## src/rtl/sram_block_mover.sv

```systemverilog
// Byte-serial COPY/FILL engine that drives the 64x8 on-chip SRAM port.
// It advances only on clk_valid edges. FIN is the exception: it always returns to IDLE.
module sram_block_mover #(
    parameter int ADDR_W = 6,
    parameter int DATA_W = 8
) (
    input  logic              clk,
    input  logic              arst_n,
    input  logic              clk_valid,
    input  logic              start,
    input  logic              op,
    input  logic [ADDR_W-1:0] src_addr,
    input  logic [ADDR_W-1:0] dst_addr,
    input  logic [ADDR_W:0]   length,
    input  logic [DATA_W-1:0] fill_data,
    input  logic [DATA_W-1:0] sram_data_in,
    output logic              sram_write_en,
    output logic [ADDR_W-1:0] sram_addr,
    output logic [DATA_W-1:0] sram_data_out,
    output logic              busy,
    output logic              done,
    output logic              err
);

    typedef enum logic [1:0] {
        ST_IDLE  = 2'd0,
        ST_READ  = 2'd1,
        ST_WRITE = 2'd2,
        ST_FIN   = 2'd3
    } state_t;

    localparam logic [ADDR_W:0]   DEPTH   = {1'b1, {ADDR_W{1'b0}}};
    localparam logic [ADDR_W:0]   ONE_CNT = {{ADDR_W{1'b0}}, 1'b1};
    localparam logic [ADDR_W-1:0] ONE_PTR = {{(ADDR_W-1){1'b0}}, 1'b1};

    state_t              state_q, state_d;
    logic [ADDR_W-1:0]   src_q, src_d;
    logic [ADDR_W-1:0]   dst_q, dst_d;
    logic [ADDR_W:0]     rem_q, rem_d;
    logic [DATA_W-1:0]   data_q, data_d;
    logic                op_q, op_d;
    logic                err_q, err_d;

    always_ff @(posedge clk) begin
        if (!arst_n) begin
            state_q <= ST_IDLE;
            src_q   <= '0;
            dst_q   <= '0;
            rem_q   <= '0;
            data_q  <= '0;
            op_q    <= 1'b0;
            err_q   <= 1'b0;
        end else begin
            state_q <= state_d;
            src_q   <= src_d;
            dst_q   <= dst_d;
            rem_q   <= rem_d;
            data_q  <= data_d;
            op_q    <= op_d;
            err_q   <= err_d;
        end
    end

    // err is a strict one-cycle pulse, so it is cleared on every edge that does not set it.
    always_comb begin
        state_d = state_q;
        src_d   = src_q;
        dst_d   = dst_q;
        rem_d   = rem_q;
        data_d  = data_q;
        op_d    = op_q;
        err_d   = 1'b0;
        if (state_q == ST_FIN) begin
            state_d = ST_IDLE;
        end else if (clk_valid) begin
            case (state_q)
                ST_IDLE: begin
                    if (start) begin
                        if (length > DEPTH) begin
                            err_d = 1'b1;
                        end else if (length == '0) begin
                            state_d = ST_FIN;
                        end else begin
                            src_d = src_addr;
                            dst_d = dst_addr;
                            rem_d = length;
                            op_d  = op;
                            if (op) begin
                                data_d  = fill_data;
                                state_d = ST_WRITE;
                            end else begin
                                state_d = ST_READ;
                            end
                        end
                    end
                end
                ST_READ: begin
                    data_d  = sram_data_in;
                    state_d = ST_WRITE;
                end
                ST_WRITE: begin
                    dst_d = dst_q + ONE_PTR;
                    if (!op_q) begin
                        src_d = src_q + ONE_PTR;
                    end
                    rem_d = rem_q - ONE_CNT;
                    if (rem_q == ONE_CNT) begin
                        state_d = ST_FIN;
                    end else if (op_q) begin
                        state_d = ST_WRITE;
                    end else begin
                        state_d = ST_READ;
                    end
                end
                default: state_d = ST_IDLE;
            endcase
        end
    end

    always_comb begin
        sram_write_en = 1'b0;
        sram_addr     = '0;
        sram_data_out = '0;
        busy          = (state_q != ST_IDLE);
        done          = (state_q == ST_FIN);
        err           = err_q;
        case (state_q)
            ST_READ: begin
                sram_addr = src_q;
            end
            ST_WRITE: begin
                sram_write_en = 1'b1;
                sram_addr     = dst_q;
                sram_data_out = data_q;
            end
            default: ;
        endcase
    end

endmodule

```

## config.mk

```make
export PLATFORM = sky130hd
export DESIGN_NAME = sram_block_mover
export DESIGN_NICKNAME = d
export VERILOG_FILES = /design/src/rtl/sram_block_mover.sv
export SDC_FILE = /design/constraint.sdc
export NUM_CORES = 1
export LEC_CHECK = 0
export CAP_MARGIN = 20
export CELL_PAD_IN_SITES_DETAIL_PLACEMENT = 1
export CELL_PAD_IN_SITES_GLOBAL_PLACEMENT = 1
export CORE_ASPECT_RATIO = 1.1
export CORE_MARGIN = 3
export CORE_UTILIZATION = 36
export CTS_BUF_LIST = sky130_fd_sc_hd__clkbuf_4 sky130_fd_sc_hd__clkbuf_8
export DETAILED_ROUTE_END_ITERATION = 8
export MAX_ROUTING_LAYER = met4
export PLACE_DENSITY_LB_ADDON = 0.3
export SYNTH_ARGS = -nofsm -noshare
export SYNTH_HDL_FRONTEND = slang
export SYNTH_SLANG_ARGS = --single-unit
export TNS_END_PERCENT = 100
```

## constraint.sdc

```tcl
create_clock -name clk -period 3.1 [get_ports clk]
set_input_delay 0.465 -clock clk [delete_from_list [all_inputs] [get_ports clk]]
set_output_delay 0.465 -clock clk [all_outputs]
set_load 0.1 [all_outputs]
```

* After elaboration in Yosys (flattened, before gate mapping)
Cells that the tools add are included.
Cells by class: multipliers 0, shift operators 0, div/mod/pow operators 0, reductions and logical operators 12, muxes and demuxes 29, equal/unequal tests 9, bitwise gates (word level) 7, $lt $le $gt $ge 1, add/sub/neg operators 3
Operators with widths (number):
- 2-to-1 mux 6 bit | 7
- 2-to-1 mux 8 bit | 5
- one-hot mux 6 bit (2 select lines) | 3
- 2-to-1 mux 7 bit | 3
- one-hot mux 8 bit (2 select lines) | 1
- one-hot mux 7 bit (2 select lines) | 1
- AND reduction 7 bit | 2
- adder 6 x 1 -> 6 bit, second input constant | 2
- 2-to-1 mux 2 bit | 6
- AND reduction 6 bit | 2
- != test 2 bit, second input constant | 5
- == test 7 x 1 -> 1 bit, second input constant | 1
- greater-than comparator 7 bit, second input constant | 1
- logical NOT 7 bit | 1
- NOT 1 bit | 7
- subtractor 7 x 1 -> 7 bit, second input constant | 1
- one-hot mux 2 bit (3 select lines) | 1
- nonzero test 2 bit | 3
- OR reduction 5 bit | 1
- == test 2 bit, second input constant | 2
- AND reduction 3 bit | 1
- == test 2 x 1 -> 1 bit, second input constant | 1
- logical NOT 2 bit | 1
- 2-to-1 mux 1 bit | 2
- OR reduction 2 bit | 1
Word-level totals: ROM bits 0, RAM bits 0, bits in latches 0, memories 0, flip-flop bits (word level) 31, logic and storage cells 68

* Longest topological paths before layout
depth in word-level cells 5, mapped depth 9, depth with buffers taken out 7

* Worst setup path before layout
No wires, ideal clock.
path kind register to output, start register state_q[0], end output port sram_addr[0], buffers on the path 2, arrival time 3.279 ns, stages on the path, launching flop included 7, path slack -0.644 ns, cells stage by stage dfxtp_1 > inv_1 > ha_1 > clkbuf_1 > clkbuf_1 > a22oi_1 > nor2b_1
On the way: longest elaborated chain between the ends 2
RTL lines:
- start: declaration | line 36 | state_t state_q, state_d;
- start signal: assignment | line 54 | state_q <= state_d;
- == test 2 bit / == test 2 x 1 -> 1 bit (equally long branches) | line 127 | case (state_q)
- one-hot mux 6 bit (2 select lines) * | line 127
- end: declaration | line 18 | output logic [ADDR_W-1:0] sram_addr,
Mark *: on every way between the ends. The rest lies on a longest branch, timed or not.

* Worst setup path after layout
start input port length[0], end register dst_q[0]
On the way: longest elaborated chain between the ends 3
RTL lines:
- start: declaration | line 14 | input logic [ADDR_W:0] length,
- greater-than comparator 7 bit / logical NOT 7 bit (equally long branches) | line 79, 81
- != test 2 bit (no line)
- AND reduction 6 bit (no line) *
- end signal: assignment | line 56 | dst_q <= dst_d;
- end: declaration | line 38 | logic [ADDR_W-1:0] dst_q, dst_d;
Marked as above. A chain may end at the register's enable or synchronous reset.

==> results.md <==
* Synth Warn # at 0
* Die Span X at 77.6 um
* WHS Endpoint: rem_q[6]
* Mapped Nets at about 300
* Static leakage power at approximately 1 nW
* Setup TNS at 0 ns
* Cells after Synth at between 200 and 300
* Most common cell after layout, fill and taps aside: clkdlybuf4s50_1
* Hold crit path type: flop to flop
* Final ANT Viol Nets at 0
* Worst endpoint data arrival time at 2.82 ns
* Hold path startpoint: rem_q[6]
* Avg WL per Cell at between 15 and 20 um
* Clk sinks at 31
* Critical Path Fanout Max at 8
* DRC violations left at 0
* Clk slew on worst S/H paths at about 0.060 ns
* DR vias at about 2200
* Synth Flop Type: dfxtp_1
* Final Cycle Share at 0.848
* Critical-path cell list: clkdlybuf4s50_1 > or4_4 > or4_4 > a31oi_1 > buf_4 > o311ai_0 > o31ai_1
* Placeable core area at approximately 5400 um^2
* RR Startpoint: state_q[0]
* CP endpoint kind: flop
* CTS tree: done
* Finish-stage setup viols at 0
* Crit path required time at 3.29 ns
* R2R Setup Slk at between 0.9 and 1 ns
* DRT iter0 DRCs at between 100 and 150
* Post_cts resized at 0
* Die Area at between 6000 and 7000 um^2
* H-tree depth at 2
* Routed WL at between 6000 and 7000 um
* Tightest Pin Transition at slightly above 0.8 ns
* Crit path top cell by count: or4_4
* Share of layout cells above drive strength 1 at 0.151
* Final std cells w/o fill at 379
* Most frequent cells in the layout: 39 x clkdlybuf4s50_1, 31 x dfxtp_1, 26 x a21oi_1
* Dpl cells at approximately 370
* Register area share after synthesis at 0.306
* Final min period at ~2.6 ns
* Routability cong. at ~0.85
* DP HPWL at 5010 um
* Yosys reg bits at 31
* Gr usage total at 0.218
* Largest stage delay, worst path at 0.58 ns
* Cell row count at 28
* Die Height at about 85 um
* First-pass GRT wire length at approximately 11000 um
* Final Hold Viols at 0
* Initial Util at 0.374
* Largest net degree at the start of global routing at 37
* Max Buffers Root-to-Sink at 2
* R2R depth at 6
* Worst Clk Skew at about 0.0025 ns
* Inserted Diodes at 0
* Cts bufs inserted at 5
* Post-CTS repair timing setup buffer count at 0
* Number of global-route vias before repair at approximately 2300
* Critical path launch point type: primary input
* Syn_area_per_cell at between 8 and 9 um^2
* RSZ-0062 raised after global routing: no
* Slew margin rel. at 0.458
* PwrDens at between 300 and 400 nW/um^2
* Design area at 2930 um^2
* Util after Layout at 0.540
* Fmax at around 0.38 GHz
* Max-slew violations at 0
* Reg-to-reg endpoint: rem_q[5]
* Post-synth EDFFs at 0
* Max-cap violations at 0
* Worst VDD drop at about 0.00015 V
* Grt ovf at 0
* Initial antenna violation count at 0
* Drt first pass iters at 4
* Status: finished, final reports clean
* Clk Latency, worst-skew pair at 0.28 ns
* Synth Cell Area at 2030 um^2
* Hold Buf Count CTS at 0
* Worst path slowest cell: or4_4
* Clk root buf: clkbuf_8
* DP Area at 2850 um^2
* Hold Path Depth at 2
* I/O pin cnt at 58
* Nets at around 350
* Async set-reset flop share out of synthesis at 0
* Count of cell types in the netlist at 47
* Crit Path Class: primary input to flop
* Synthesis-to-finish area growth at 44.4%
* # port buffers at 57
* Vias per inst at 5.84
-- through the flow --
step           hold slack, ns  total power, mW  setup WS [ns]
2_1_floorplan           0.465            0.640          0.132
3_3_place_gp            0.495            0.753          0.234
3_5_place_dp            0.508            0.762          0.192
4_1_cts                 0.517             1.09          0.487
5_1_grt                 0.529             1.14          0.326
6_report                0.509             1.08          0.471
-- cells by family (layout without fill, tap and decap cells) --
logic type / count (synthesis) / in the layout / synth area share
xor+xnor: 1 / 1 / 0.00431
simple gates: 77 / 77 / 0.209
fa+ha+maj: 8 / 8 / 0.0493
flops: 31 / 31 / 0.306
buf+inv: 30 / 83 / 0.0641
mux: 11 / 11 / 0.0542
compound gates: 93 / 93 / 0.314
-- per-layer routing --
| metal | share of wire | track usage | up-vias | wire length [um] |
|---|---|---|---|---|
| li1 | - | - | 1063 | - |
| met1 | 0.43 | 0.252 | 1074 | 2860 |
| met2 | 0.50 | 0.364 | 65 | 3380 |
| met3 | 0.054 | 0.0526 | 10 | 365 |
| met4 | 0.015 | 0.0793 | 0 | 102 |
| met5 | 0 | - | - | 0 |
-- state kept, by name, indices dropped and copies added, names as in the netlist --
register  count
op_q          1
rem_q         7
src_q         6
dst_q         6
err           1
data_q        8
state_q       2
-- final cells by class --
cell class | instances | area, um^2
sequential | 31 | 621
clock buffer | 6 | 82.6
inverter | 10 | 37.5
tap | 75 | 93.8
timing repair buffer | 66 | 768
fill | 620 | 2500
multi-input combinational | 190 | 1330
clock inverter | 1 | 5.00
-- worst max path at each step --
| stage | from | to | slack (ns) | cells past startpoint |
|---|---|---|---|---|
| 3_5_place_dp | length[0] | data_q[3] | 0.19 | 6 |
| 5_1_grt | length[0] | src_q[4] | 0.33 | 7 |
| 4_1_cts | length[0] | rem_q[3] | 0.49 | 7 |
| 6_report | length[0] | dst_q[0] | 0.47 | 7 |
| 2_1_floorplan | state_q[0] | sram_data_out[0] | 0.13 | 5 |
| 3_3_place_gp | length[0] | dst_q[0] | 0.23 | 7 |
-- power breakdown --
part | internal [mW] | leakage (nW) | total [mW] | switching, mW
sequential | 0.421 | 0.252 | 0.443 | 0.0221
clock | 0.174 | 0.0470 | 0.326 | 0.152
combinational | 0.135 | 0.699 | 0.312 | 0.177
total | 0.730 | 0.999 | 1.08 | 0.351
-- synth_stat cells (2+ instances only) --
cell type  number  area [um^2]
nor4_1          2         12.5
o21ai_0        11         55.1
clkbuf_1       16         60.1
a21oi_1        26          130
buf_2           2         10.0
o31ai_1         6         45.0
and3_1          2         12.5
nand2_1        12         45.0
nor3b_1         3         22.5
inv_1           9         33.8
a2111oi_0       2         17.5
nand4_1         2         12.5
and2_1          9         56.3
nor4b_1         2         17.5
buf_6           2         22.5
nor2_1         14         52.6
a211o_1         2         17.5
a21o_1          2         15.0
or4_4           2         22.5
o211ai_1        3         22.5
dfxtp_1        31          621
mux2i_1        11          110
nand2b_1        2         12.5
nor3_1          7         35.0
a31oi_1         3         18.8
o32ai_1         2         17.5
a211oi_1       11         82.6
a22oi_1         7         52.6
nor2b_1         7         43.8
o22ai_1         3         18.8
a32o_1          4         40.0
o311ai_0        5         43.8
nand3_1         8         40.0
ha_1            8          100
-- worst max-delay path, delay by kind of cell --
family / cells / cell delay (ns)
buffers and inverters: 2 / 0.69
and+or+nand+nor: 2 / 1.05
AOI/OAI and AO/OA: 3 / 0.62
Note: power is estimated with default switching activity, not from simulation.
